[src/rtl/serial_subtractor_pkg.sv]
// Shared types and helpers for the bit-serial subtractor.
// Holds the controller state encoding and the step-counter width function.
package serial_subtractor_pkg;

    typedef enum logic [1:0] {
        IDLE = 2'd0,
        RUN  = 2'd1,
        DONE = 2'd2
    } state_t;

    // Never narrower than one bit, so WIDTH=2 still gets a real counter.
    function automatic int cnt_width(input int w);
        return (w <= 2) ? 1 : $clog2(w);
    endfunction

endpackage

[src/rtl/serial_subtractor_full_subtractor.sv]
// One-bit full subtractor: computes a - b - bin.
// diff is the result bit; bout is the borrow passed to the next bit.
module full_subtractor (
    input  logic a,
    input  logic b,
    input  logic bin,
    output logic diff,
    output logic bout
);

    assign diff = a ^ b ^ bin;
    assign bout = (~a & b) | (~(a ^ b) & bin);

endmodule

[src/rtl/serial_subtractor.sv]
// Bit-serial LSB-first subtractor: diff = a - b over WIDTH cycles.
// One full-subtractor cell plus operand/result shift registers.
//
// state | meaning
// IDLE  | waiting for start; a/b captured on the accepting edge
// RUN   | one bit per edge through the subtractor cell, WIDTH edges
// DONE  | result registered; done high for exactly one cycle
module serial_subtractor
    import serial_subtractor_pkg::*;
#(
    parameter int WIDTH = 8
) (
    input  logic             clk,
    input  logic             rst_n,
    input  logic             start,
    input  logic [WIDTH-1:0] a,
    input  logic [WIDTH-1:0] b,
    output logic             busy,
    output logic             done,
    output logic [WIDTH-1:0] diff,
    output logic             borrow
);

    localparam int CW = cnt_width(WIDTH);

    state_t           state;
    state_t           state_nxt;
    logic [WIDTH-1:0] op_a;
    logic [WIDTH-1:0] op_b;
    logic [WIDTH-2:0] res;
    logic [WIDTH-1:0] shifted;
    logic             bin;
    logic [CW-1:0]    cnt;
    logic             last;
    logic             d;
    logic             bout;

    full_subtractor u_fs (
        .a    (op_a[0]),
        .b    (op_b[0]),
        .bin  (bin),
        .diff (d),
        .bout (bout)
    );

    // Result register shifted with this step's bit; complete on the last step.
    assign shifted = {d, res};
    assign last    = (cnt == CW'(WIDTH - 1));

    always_ff @(posedge clk or negedge rst_n) begin
        if (!rst_n) begin
            state <= IDLE;
        end else begin
            state <= state_nxt;
        end
    end

    always_comb begin
        state_nxt = state;
        case (state)
            IDLE:    if (start) state_nxt = RUN;
            RUN:     if (last)  state_nxt = DONE;
            DONE:    state_nxt = IDLE;
            default: state_nxt = IDLE;
        endcase
    end

    always_comb begin
        busy = (state == RUN);
        done = (state == DONE);
    end

    always_ff @(posedge clk or negedge rst_n) begin
        if (!rst_n) begin
            op_a   <= '0;
            op_b   <= '0;
            res    <= '0;
            bin    <= 1'b0;
            cnt    <= '0;
            diff   <= '0;
            borrow <= 1'b0;
        end else begin
            if (state == IDLE && start) begin
                op_a <= a;
                op_b <= b;
                res  <= '0;
                bin  <= 1'b0;
                cnt  <= '0;
            end else if (state == RUN) begin
                op_a <= {1'b0, op_a[WIDTH-1:1]};
                op_b <= {1'b0, op_b[WIDTH-1:1]};
                res  <= shifted[WIDTH-1:1];
                bin  <= bout;
                cnt  <= cnt + CW'(1);
                if (last) begin
                    diff   <= shifted;
                    borrow <= bout;
                end
            end
        end
    end

endmodule

[config.mk]
export PLATFORM = sky130hd
export DESIGN_NAME = serial_subtractor
export DESIGN_NICKNAME = d
export VERILOG_FILES = /design/src/rtl/serial_subtractor_pkg.sv /design/src/rtl/serial_subtractor_full_subtractor.sv /design/src/rtl/serial_subtractor.sv
export SDC_FILE = /design/constraint.sdc
export NUM_CORES = 1
export LEC_CHECK = 0
export ABC_AREA = 1
export BUFFER_PORTS_ARGS = -buffer_cell sky130_fd_sc_hd__buf_2
export CAP_MARGIN = 20
export CORE_ASPECT_RATIO = 1.25
export CORE_MARGIN = 3
export CORE_UTILIZATION = 32
export CTS_CLUSTER_DIAMETER = 200
export DETAILED_ROUTE_END_ITERATION = 10
export GPL_ROUTABILITY_DRIVEN = 0
export PLACE_DENSITY = 0.54
export SLEW_MARGIN = 40
export SYNTH_ARGS = -nofsm -noshare
export SYNTH_HDL_FRONTEND = slang
export SYNTH_SLANG_ARGS = --single-unit
export TNS_END_PERCENT = 20
[constraint.sdc]
create_clock -name clk -period 1.2 [get_ports clk]
set_input_delay 0 -clock clk [delete_from_list [all_inputs] [get_ports clk]]
set_output_delay 0 -clock clk [all_outputs]
set_load 0.03 [all_outputs]
==> run metrics, run 1 <==
outcome complete, no violations; Reg2Reg Setup Slack 0.04 ns; proportion of layout cells with a drive suffix above 1 0.275; DRT iter0 DRCs 81; final setup TNS 0 ns; hold_sp start; mapped cell area 0.00167 mm²; main combinational cell family by area after synthesis simple AND/OR/NAND/NOR gates; total grt overflow 0; Critical Path Source Type flip-flop; setup ws final 0.0393 ns; clk sinks 38; synthesized area per cell 8.94 µm²; synth unique cells 17; reg2reg start cnt[1]; Global Route Usage Sum 0.140; post-synthesis adder-cell area fraction 0.0269; Hold Crit Depth 3; residual DRC count 0; fin crit share 0.967; Crit. End Element flip-flop; met2 Use GR 0.241; clock transition at the registers of the reported paths 0.07 ns; fin nets 267; CTS Buffer Depth 2; max-slew violations 0; TritonCTS clock tree built; Worst Reg-to-Reg Cells 5; global routing's busiest layer met2; VDD IR max 0.956 mV; TritonRoute pass-1 iters 4; post-synthesis mux area share 0; Initial Util 0.341; Syn Inst Count 187; data required time at the worst endpoint 1.37 ns; CTS Root Cell clkbuf_8; fill count 471; Hold WC Path Type input port to flip-flop; first-pass GRT wire length 6.84 mm; Die Span X 70.6 µm; H-tree depth 2; met3 usage in global routing 0.0290; Routed WL per cell 12.9 µm; Hold Slack 0.129 ns; compound-gate portion of the synthesized area 0.00898; placed insts 276; Top Ports 30; Final min period 1.16 ns; sequential cell area 951 µm²; PD cells 2410 mW/mm²; sequential fraction of the synthesis area 0.569; worst reg2reg path endpoint state[1]; GR Layer Usage met1 0.175; P&R area growth vs syn 38.2%; Die Span Y 86.8 µm; Clk Latency, worst-skew pair 0.28 ns; kind of critical path flip-flop to flip-flop; core area 0.00490 mm²; Routed Antenna Nets 0; Max Cap Viol 0; synthesized flop and latch total 38; Setup Skew 0.00747 ns; commonest non-fill, non-tap cell in the layout nand2_1; Mapped Nets 209; Synth Warn # 0; Pleak 0.00118 µW; Cell Rows 28; DIE AREA 0.00613 mm²; antenna cells 0; RSZ-0062 raised after global routing yes; XOR/XNOR Fraction of Synth Area 0; DP Area 0.00191 mm²; measured slew at the worst slew-check pin 0.494 ns; final setup violating endpoints 0; Via Count 1481; vias per cell 4.87; commonest non-fill, non-tap cells in the layout nand2_1, nand3_1, dfrtp_1; Setup WS pre-CTS -0.139 ns; Final HPWL DP 2.31 mm; largest net degree at the start of global routing 39; fmax 862 MHz; Critical Path AT 1.33 ns; Num CTS Buffers 5; Final Hold Viols 0; Multi-input gate area 687 µm²; Slew HR 0.671; Hold EP op_a[6]; worst-path fanout max 5; area share of and/or/nand/nor cells after synthesis 0.335; fin area 0.00231 mm²; initial antenna violation count 0; Buffers on Ports 29; vias in the first global route 1483; final WL 3.93 mm; Finished Layout Cells 304
==> cell usage after synthesis <==
cell type	count	area share
buf_2	2	0.0060
buf_4	4	0.018
buf_6	3	0.020
clkbuf_1	1	0.0022
dfrtp_1	38	0.57
fa_1	1	0.012
ha_1	2	0.015
inv_1	4	0.0090
inv_2	2	0.0045
nand2_1	65	0.15
nand2_2	2	0.0075
nand3_1	55	0.16
nor2_1	3	0.0067
nor2_2	1	0.0037
nor2_4	1	0.0067
o21ai_0	2	0.0060
o21ai_1	1	0.0030
==> power breakdown <==
group	internal, µW	switching, µW
logic	1080	1480
registers	1820	327
clock network	443	411
total	3340	2220
==> area by class of cell <==
class,count,area share
Sequential cell,38,0.412
Multi-Input combinational cell,134,0.297
Timing Repair Buffer,60,0.212
Clock buffer,6,0.0358
Tap cell,60,0.0325
Inverter,6,0.0108
==> worst max path at each step <==
stage / startpoint / to / slack, ns
after CTS: cnt[0] / diff[5] / -0.001
final: cnt[1] / state[1] / 0.04
after detailed placement: cnt[1] / diff[7] / -0.14
after global routing: cnt[0] / diff[7] / -0.05
after floorplan: cnt[0] / borrow / 0.05
after global placement: cnt[0] / borrow / -0.1
==> logic make-up (layout without fill, tap and decap cells) <==
family | count (synthesis) | in the layout
buffers and inverters | 16 | 72
AND/OR/NAND/NOR | 127 | 128
flip-flops | 38 | 38
adder cells (fa/ha/maj) | 3 | 3
AO/OA/AOI/OAI | 3 | 3
==> flip-flops by register name, indices dropped and copies added, names as in the netlist <==
signal	count
diff	8
op_a	8
op_b	8
res	7
cnt	3
state	2
bin	1
borrow	1
==> per-stage QoR <==
step	utilization	power, µW
6_report	0.471	5560
2_1_floorplan	-	3640
3_3_place_gp	0.390	4250
3_5_place_dp	0.390	4290
4_1_cts	0.455	5470
5_1_grt	0.471	5990
==> critical path, cell delays in order, from the launching register on <==
cell and delay (ns):
dfrtp_1 0.40, ha_2 0.21, ha_4 0.18, inv_4 0.08
nor2_4 0.06, buf_4 0.13
==> per-layer routing <==
layer,routed length [µm],part of all wire
met4,48,0.012
met3,120,0.031
met5,0,0
met1,1840,0.47
met2,1920,0.49
==> what timing repair did <==
item	4_1_cts	5_1_grt
resized for setup	4	22
setup buffers	2	1
hold endpoints to repair	54	0
gates cloned	2	0
setup endpoints to repair	12	39
pin swaps	2	7
hold buffers	17	0
Power figures use the tool's default switching activity.
==> run 2, diff against run 1 <==
--- a/config.mk
+++ b/config.mk
@@ -11,6 +11,7 @@
 export CORE_ASPECT_RATIO = 1.25
 export CORE_MARGIN = 3
 export CORE_UTILIZATION = 32
+export CTS_BUF_LIST = sky130_fd_sc_hd__clkbuf_4 sky130_fd_sc_hd__clkbuf_8 sky130_fd_sc_hd__clkbuf_16
 export CTS_CLUSTER_DIAMETER = 200
 export DETAILED_ROUTE_END_ITERATION = 10
 export GPL_ROUTABILITY_DRIVEN = 0
@@ -18,5 +19,6 @@
 export SLEW_MARGIN = 40
 export SYNTH_ARGS = -nofsm -noshare
 export SYNTH_HDL_FRONTEND = slang
+export SYNTH_HIERARCHICAL = 1
 export SYNTH_SLANG_ARGS = --single-unit
 export TNS_END_PERCENT = 20
==> run 2 against run 1 <==
Compared with the run above:
- non-clock buffer count grew 4
- critical endpoint is now busy
- clock-buffer cell count grew 1
- combinational power is 7% lower
- clock power is essentially flat
- die area increased by 0.76%
- worst setup slack hardly changed
- final cell count is 1.6% higher
- wire length decreased by 2.5%
- power decreased by 3.2%
- register-to-register slack gained 0.02 ns
==> run metrics, run 2 <==
outcome complete, no violations; synthesized flop and latch total 38 (unchanged); Die Span Y 87.1 µm (+0.39%); Via Count 1479 (-0.14%); VDD IR max 0.764 mV (-20%); max-slew violations 0 (unchanged); CTS Root Cell clkbuf_8; clock transition at the registers of the reported paths 0.07 ns (about the same); Syn Inst Count 188 (+0.53%); top flop regs diff (8), op_a (8), op_b (8); initial antenna violation count 0 (unchanged); DRT iter0 DRCs 67 (-17%); placed insts 282 (+2.2%); DIE AREA 0.00618 mm² (+0.76%); fill count 504 (+7.0%); TritonRoute pass-1 iters 4 (unchanged); Synth area leaders dfrtp_1, nand3_1, nand2_1; DP Area 0.00195 mm² (+2.0%); share of the synthesized area in the top cell type 0.564 (-0.00465); Routed Antenna Nets 0 (unchanged); data required time at the worst endpoint 1.20 ns (-0.17 ns); Post-synth ARST share 1.00 (unchanged); Setup Skew 0.00237 ns (-0.00510 ns); antenna cells 0 (unchanged); kind of critical path flip-flop to output port; Crit. End Element output port; fin area 0.00227 mm² (-1.6%); Cell Rows 28 (unchanged); Initial Util 0.344 (+0.00281); core area 0.00490 mm² (unchanged); clk sinks 38 (unchanged); CTS Buffer Depth 2 (unchanged); Top Ports 30 (unchanged); mapped cell area 0.00169 mm² (+0.82%); met3 usage in global routing 0.0416 (+0.0126); Global Route Usage Sum 0.139 (-0.00102); Mapped Nets 210 (+0.48%); first-pass GRT wire length 6.87 mm (+0.41%); measured slew at the worst slew-check pin 0.450 ns (-0.0440 ns); RSZ-0062 raised after global routing yes; vias per cell 4.79 (-1.8%); fin crit share 0.967 (about the same); total grt overflow 0 (unchanged); Final HPWL DP 2.50 mm (+8.0%); fin nets 271 (+1.5%); vias in the first global route 1492 (+0.61%); Slew HR 0.700 (+0.0293); synthesized area per cell 8.96 µm² (+0.29%); Num CTS Buffers 5 (unchanged); final setup TNS 0 ns (unchanged); Final min period 1.16 ns (-0.000329 ns); fmax 862 MHz (about the same); global routing's busiest layer met2; most frequent cell after synthesis nand2_1; TritonCTS clock tree built; largest net degree at the start of global routing 22 (-44%); proportion of layout cells with a drive suffix above 1 0.257 (-0.0176); Max Cap Viol 0 (unchanged); Pleak 0.00119 µW (+0.72%); residual DRC count 0 (unchanged); Final Hold Viols 0 (unchanged); Synth Warn # 6 (+6); EDFF count, synth 0 (unchanged); final setup violating endpoints 0 (unchanged); Hold WC Path Type input port to asynchronous set/reset pin; Finished Layout Cells 309 (+1.6%); sequential fraction of the synthesis area 0.564 (-0.00465); Buffers on Ports 29 (unchanged); GR Layer Usage met1 0.179 (+0.00391); P&R area growth vs syn 34.8%; Top FF cell, synth dfrtp_1; most frequent cells after synthesis nand2_1, nand3_1, dfrtp_1; met2 Use GR 0.225 (-0.0157); Critical Path Source Type flip-flop; fin util 0.463 (-0.00765); total chip power 5380 µW (-3.2%); PD cells 2370 mW/mm² (-1.6%); final WL 3.83 mm (-2.5%); Routed WL per cell 12.4 µm (-4.0%); H-tree depth 2 (unchanged); Critical Path AT 1.16 ns (-0.17 ns); commonest non-fill, non-tap cell in the layout nand2_1; worst-path fanout max 6 (+1); commonest non-fill, non-tap cells in the layout nand2_1, nand3_1, dfrtp_1; dominant cell type by area after synthesis dfrtp_1; synth unique cells 16 (-1); Die Span X 70.9 µm (+0.38%); Clk Latency, worst-skew pair 0.28 ns (about the same)
[run 2: report_power, final]
part	internal [µW]	leakage [µW]	switching, µW	total, µW
clock	445	0.0000452	410	855
combinational	971	0.000656	1400	2370
sequential	1820	0.000484	330	2150
total	3240	0.00119	2140	5380
[run 2: kinds of logic after synthesis]
family | after synthesis | share of synthesized area
compound gates | 2 | 0.00594
flops | 38 | 0.564
buf+inv | 16 | 0.0594
simple gates | 129 | 0.344
fa+ha+maj | 3 | 0.0267
[run 2: layout make-up]
class | count | area, µm² | area share
inverters | 6 | 22.5 | 0.00991
flip-flops and latches | 38 | 953 | 0.420
repair buffers | 64 | 484 | 0.213
clock buffers | 7 | 83.8 | 0.0369
multi-input cells | 134 | 653 | 0.287
well taps | 60 | 75.1 | 0.0330
[run 2: final timing paths]
kind / startpoint / to / slack (ns) / depth (start not counted)
min: rst_n / diff[0] / 0.19 / 2
min reg2reg: diff[2] / diff[2] / 0.47 / 2
max reg2reg: cnt[0] / diff[4] / 0.06 / 6
max in group asynchronous: rst_n / state[1] / 0.53 / 3
max: state[0] / busy / 0.04 / 4
min in group clk: start / op_a[1] / 0.21 / 4
[run 2: critical path, cell delays in order (launching register included)]
cell and delay [ns]:
dfrtp_2 0.42, inv_2 0.06, nor2_4 0.13, buf_6 0.13
buf_6 0.13
[run 2: what timing repair did]
| action | CTS | global route |
|---|---|---|
| pin swaps | 1 | 1 |
| hold buffers | 17 | 0 |
| endpoints found under the hold margin | 33 | 0 |
| buffers inserted | 1 | 2 |
| setup endpoints to repair | 10 | 25 |
| gates resized for setup | 7 | 6 |
[run 2: stage by stage]
| stage | hold slack [ns] | setup WS [ns] |
|---|---|---|
| floorplan | -0.296 | 0.0162 |
| global placement | -0.0284 | -0.0321 |
| detailed placement | -0.0182 | -0.0552 |
| CTS | 0.196 | 0.0136 |
| global route | 0.217 | -0.0242 |
| finish | 0.190 | 0.0397 |
[run 2: routing by layer]
layer / vias up / routed length, µm
met5: - / 0
met1: 702 / 1790
met2: 41 / 1830
met4: 0 / 19
met3: 2 / 188
li1: 734 / -
==> run 3, diff against run 2 <==
--- a/config.mk
+++ b/config.mk
@@ -8,7 +8,7 @@
 export ABC_AREA = 1
 export BUFFER_PORTS_ARGS = -buffer_cell sky130_fd_sc_hd__buf_2
 export CAP_MARGIN = 20
-export CORE_ASPECT_RATIO = 1.25
+export CORE_ASPECT_RATIO = 0.9
 export CORE_MARGIN = 3
 export CORE_UTILIZATION = 32
 export CTS_BUF_LIST = sky130_fd_sc_hd__clkbuf_4 sky130_fd_sc_hd__clkbuf_8 sky130_fd_sc_hd__clkbuf_16
==> constraint.sdc (replaced) <==
create_clock -name clk -period 1 [get_ports clk]
set_input_delay 0 -clock clk [delete_from_list [all_inputs] [get_ports clk]]
set_output_delay 0 -clock clk [all_outputs]
set_load 0.03 [all_outputs]
==> run 3 against run 2 <==
Compared with the run above:
- the run now ends with negative setup slack left
- critical path depth increased by 1
- first-iteration DRC count increased by 43%
- sequential power increased by 20%
- non-clock buffer count decreased by 1
- clock skew increased by 0.0068 ns
- worst setup slack got worse by 0.20 ns
- combinational power increased by 41%
- worst hold slack got worse by 0.16 ns
- register-to-register slack got worse by 0.22 ns
- core utilization increased by 2.4 points
- largest power group unchanged
==> run metrics, run 3 (synthesized netlist as in run 2, its figures left out) <==
outcome finished, violations left; violated checks negative setup slack; fin crit share 1.16; Reg2Reg Setup Slack -0.16 ns (-0.22 ns); residual DRC count 0 (unchanged); top flop regs diff (8), op_a (8), op_b (8); kind of critical path flip-flop to flip-flop; Buffers on Ports 29 (unchanged); data required time at the worst endpoint 1.24 ns (+0.04 ns); Multi-input gate area 713 µm² (+9.2%); final setup violating endpoints 40 (+40); Hold Slack 0.0334 ns (-0.156 ns); Pleak 0.00123 µW (+4.1%); Int Pwr 4220 µW (+30%); H-tree depth 2 (unchanged); Final Hold Viols 0 (unchanged); clock transition at the registers of the reported paths 0.08 ns (about the same); worst-path fanout max 14 (+8); Routed Antenna Nets 0 (unchanged); worst reg2reg path endpoint state[1]; DP Area 0.00198 mm² (+1.5%); net load switching power 2820 µW (+32%); Seq pwr share 0.367 (-0.033); Critical Path AT 1.39 ns (+0.23 ns); proportion of layout cells with a drive suffix above 1 0.312 (+0.0550); Worst Reg-to-Reg Cells 5 (-1); measured slew at the worst slew-check pin 0.211 ns (-0.239 ns); core area 0.00495 mm² (+1.0%); total grt overflow 0 (unchanged); vias per cell 4.63 (-3.4%); final WL 4.05 mm (+5.7%); antenna cells 0 (unchanged); CP startpoint state[0]; Routed WL per cell 12.9 µm (+3.6%); Via Count 1457 (-1.5%); Critical Path Source Type flip-flop; clk sinks 38 (unchanged); final setup TNS -3.66 ns (-3.66 ns); largest net degree at the start of global routing 39 (+77%); TritonCTS clock tree built; fin area 0.00241 mm² (+6.2%); crit path capture state[1]; first-pass GRT wire length 7.13 mm (+3.7%); sequential cell area 952 µm² (-0.13%); setup ws final -0.157 ns (-0.197 ns); Max Cap Viol 0 (unchanged); Setup WS pre-CTS -0.169 ns (-0.114 ns); Hold WC Path Type input port to flip-flop; commonest non-fill, non-tap cells in the layout nand2_1, nand3_1, dfrtp_1; commonest non-fill, non-tap cell in the layout nand2_1; Global Route Usage Sum 0.154 (+0.0152); DRT iter0 DRCs 96 (+43%); fmax 864 MHz; Num CTS Buffers 5 (unchanged); initial antenna violation count 0 (unchanged); Setup Skew 0.00914 ns (+0.00677 ns); RSZ-0062 raised after global routing yes; Die Span Y 74.9 µm (-14%); fill count 478 (-5.2%); TritonRoute pass-1 iters 4 (unchanged); Net Sw Frac 0.401 (+0.00276); Die Span X 82.5 µm (+16%); fin nets 271 (unchanged); reg2reg start state[0]; max-slew violations 0 (unchanged); DIE AREA 0.00618 mm² (about the same); vias in the first global route 1467 (-1.7%); combinational share of power 0.473 (+0.032); PD cells 2920 mW/mm² (+23%); Final min period 1.16 ns; CTS Root Cell clkbuf_8; CTS Buffer Depth 2 (unchanged); Cell Rows 24 (-14%); P&R area growth vs syn 43.2%; Clock power frac 0.159 (about the same); Crit. End Element flip-flop; Clk Latency, worst-skew pair 0.29 ns (about the same); Initial Util 0.340 (-0.00347); Top Ports 30 (unchanged); VDD IR max 1.42 mV (+86%); Slew HR 0.859 (+0.159); Final HPWL DP 2.46 mm (-1.3%)
run 3: cell types whose count changed in the layout (fill, tap and decap cells not counted), sizes merged:
cell / change
clkinv: +1
dlygate4sd3: -1
buf: -1
nor2: +1
clkbuf: +1
run 3: repair_timing:
action / 4_1_cts / 5_1_grt
endpoints found under the setup margin: 40 / 40
buffers inserted: 2 / 1
gates cloned: 1 / 1
pin swaps: 6 / 9
gates resized for setup: 16 / 20
endpoints found under the hold margin: 53 / 0
hold buffers: 16 / 0
run 3: area by class of cell:
cell class,instances,share of cell area
clock buffers,7,0.0373
multi-input cells,135,0.295
clock inverters,1,0.00207
inverters,6,0.0124
well taps,65,0.0337
flip-flops and latches,38,0.395
repair buffers,63,0.224
run 3: through the flow:
step / utilization / power [µW] / instances
6_report: 0.487 / 7040 / 315
5_1_grt: 0.487 / 7640 / 315
4_1_cts: 0.468 / 6770 / 313
3_5_place_dp: 0.400 / 5310 / 286
3_3_place_gp: 0.400 / 5300 / 286
2_1_floorplan: - / 4450 / 188
run 3: worst min path at each step:
stage / startpoint / endpoint / slack [ns] / cells past startpoint
finish: b[0] / op_b[0] / 0.03 / 3
global route: b[0] / op_b[0] / 0.03 / 3
CTS: b[0] / op_b[0] / 0.01 / 3
detailed placement: rst_n / op_a[4] / -0.02 / 2
global placement: rst_n / op_a[4] / -0.02 / 2
floorplan: rst_n / bin / -0.30 / 0
run 3: worst max-delay path, cell delays in order, from the launching register on:
cell and delay, ns:
dfrtp_1 0.43, buf_4 0.15, nand2_4 0.06, buf_12 0.15
nor2_4 0.16, buf_4 0.14
run 3: per-layer routing:
metal,GRT usage,up-vias,share of wire
li1,-,733,-
met1,0.222,691,0.50
met2,0.225,27,0.43
met3,0.0467,6,0.045
met4,0.0436,0,0.017
met5,0,-,0
run 3: power by group through the flow:
stage | clock network, µW | registers, µW | logic, µW
floorplan | 0 | 2880 | 1570
global placement | 0 | 2600 | 2700
detailed placement | 0 | 2590 | 2730
CTS | 1160 | 2560 | 3040
finish | 1120 | 2590 | 3330
global route | 1240 | 2680 | 3720
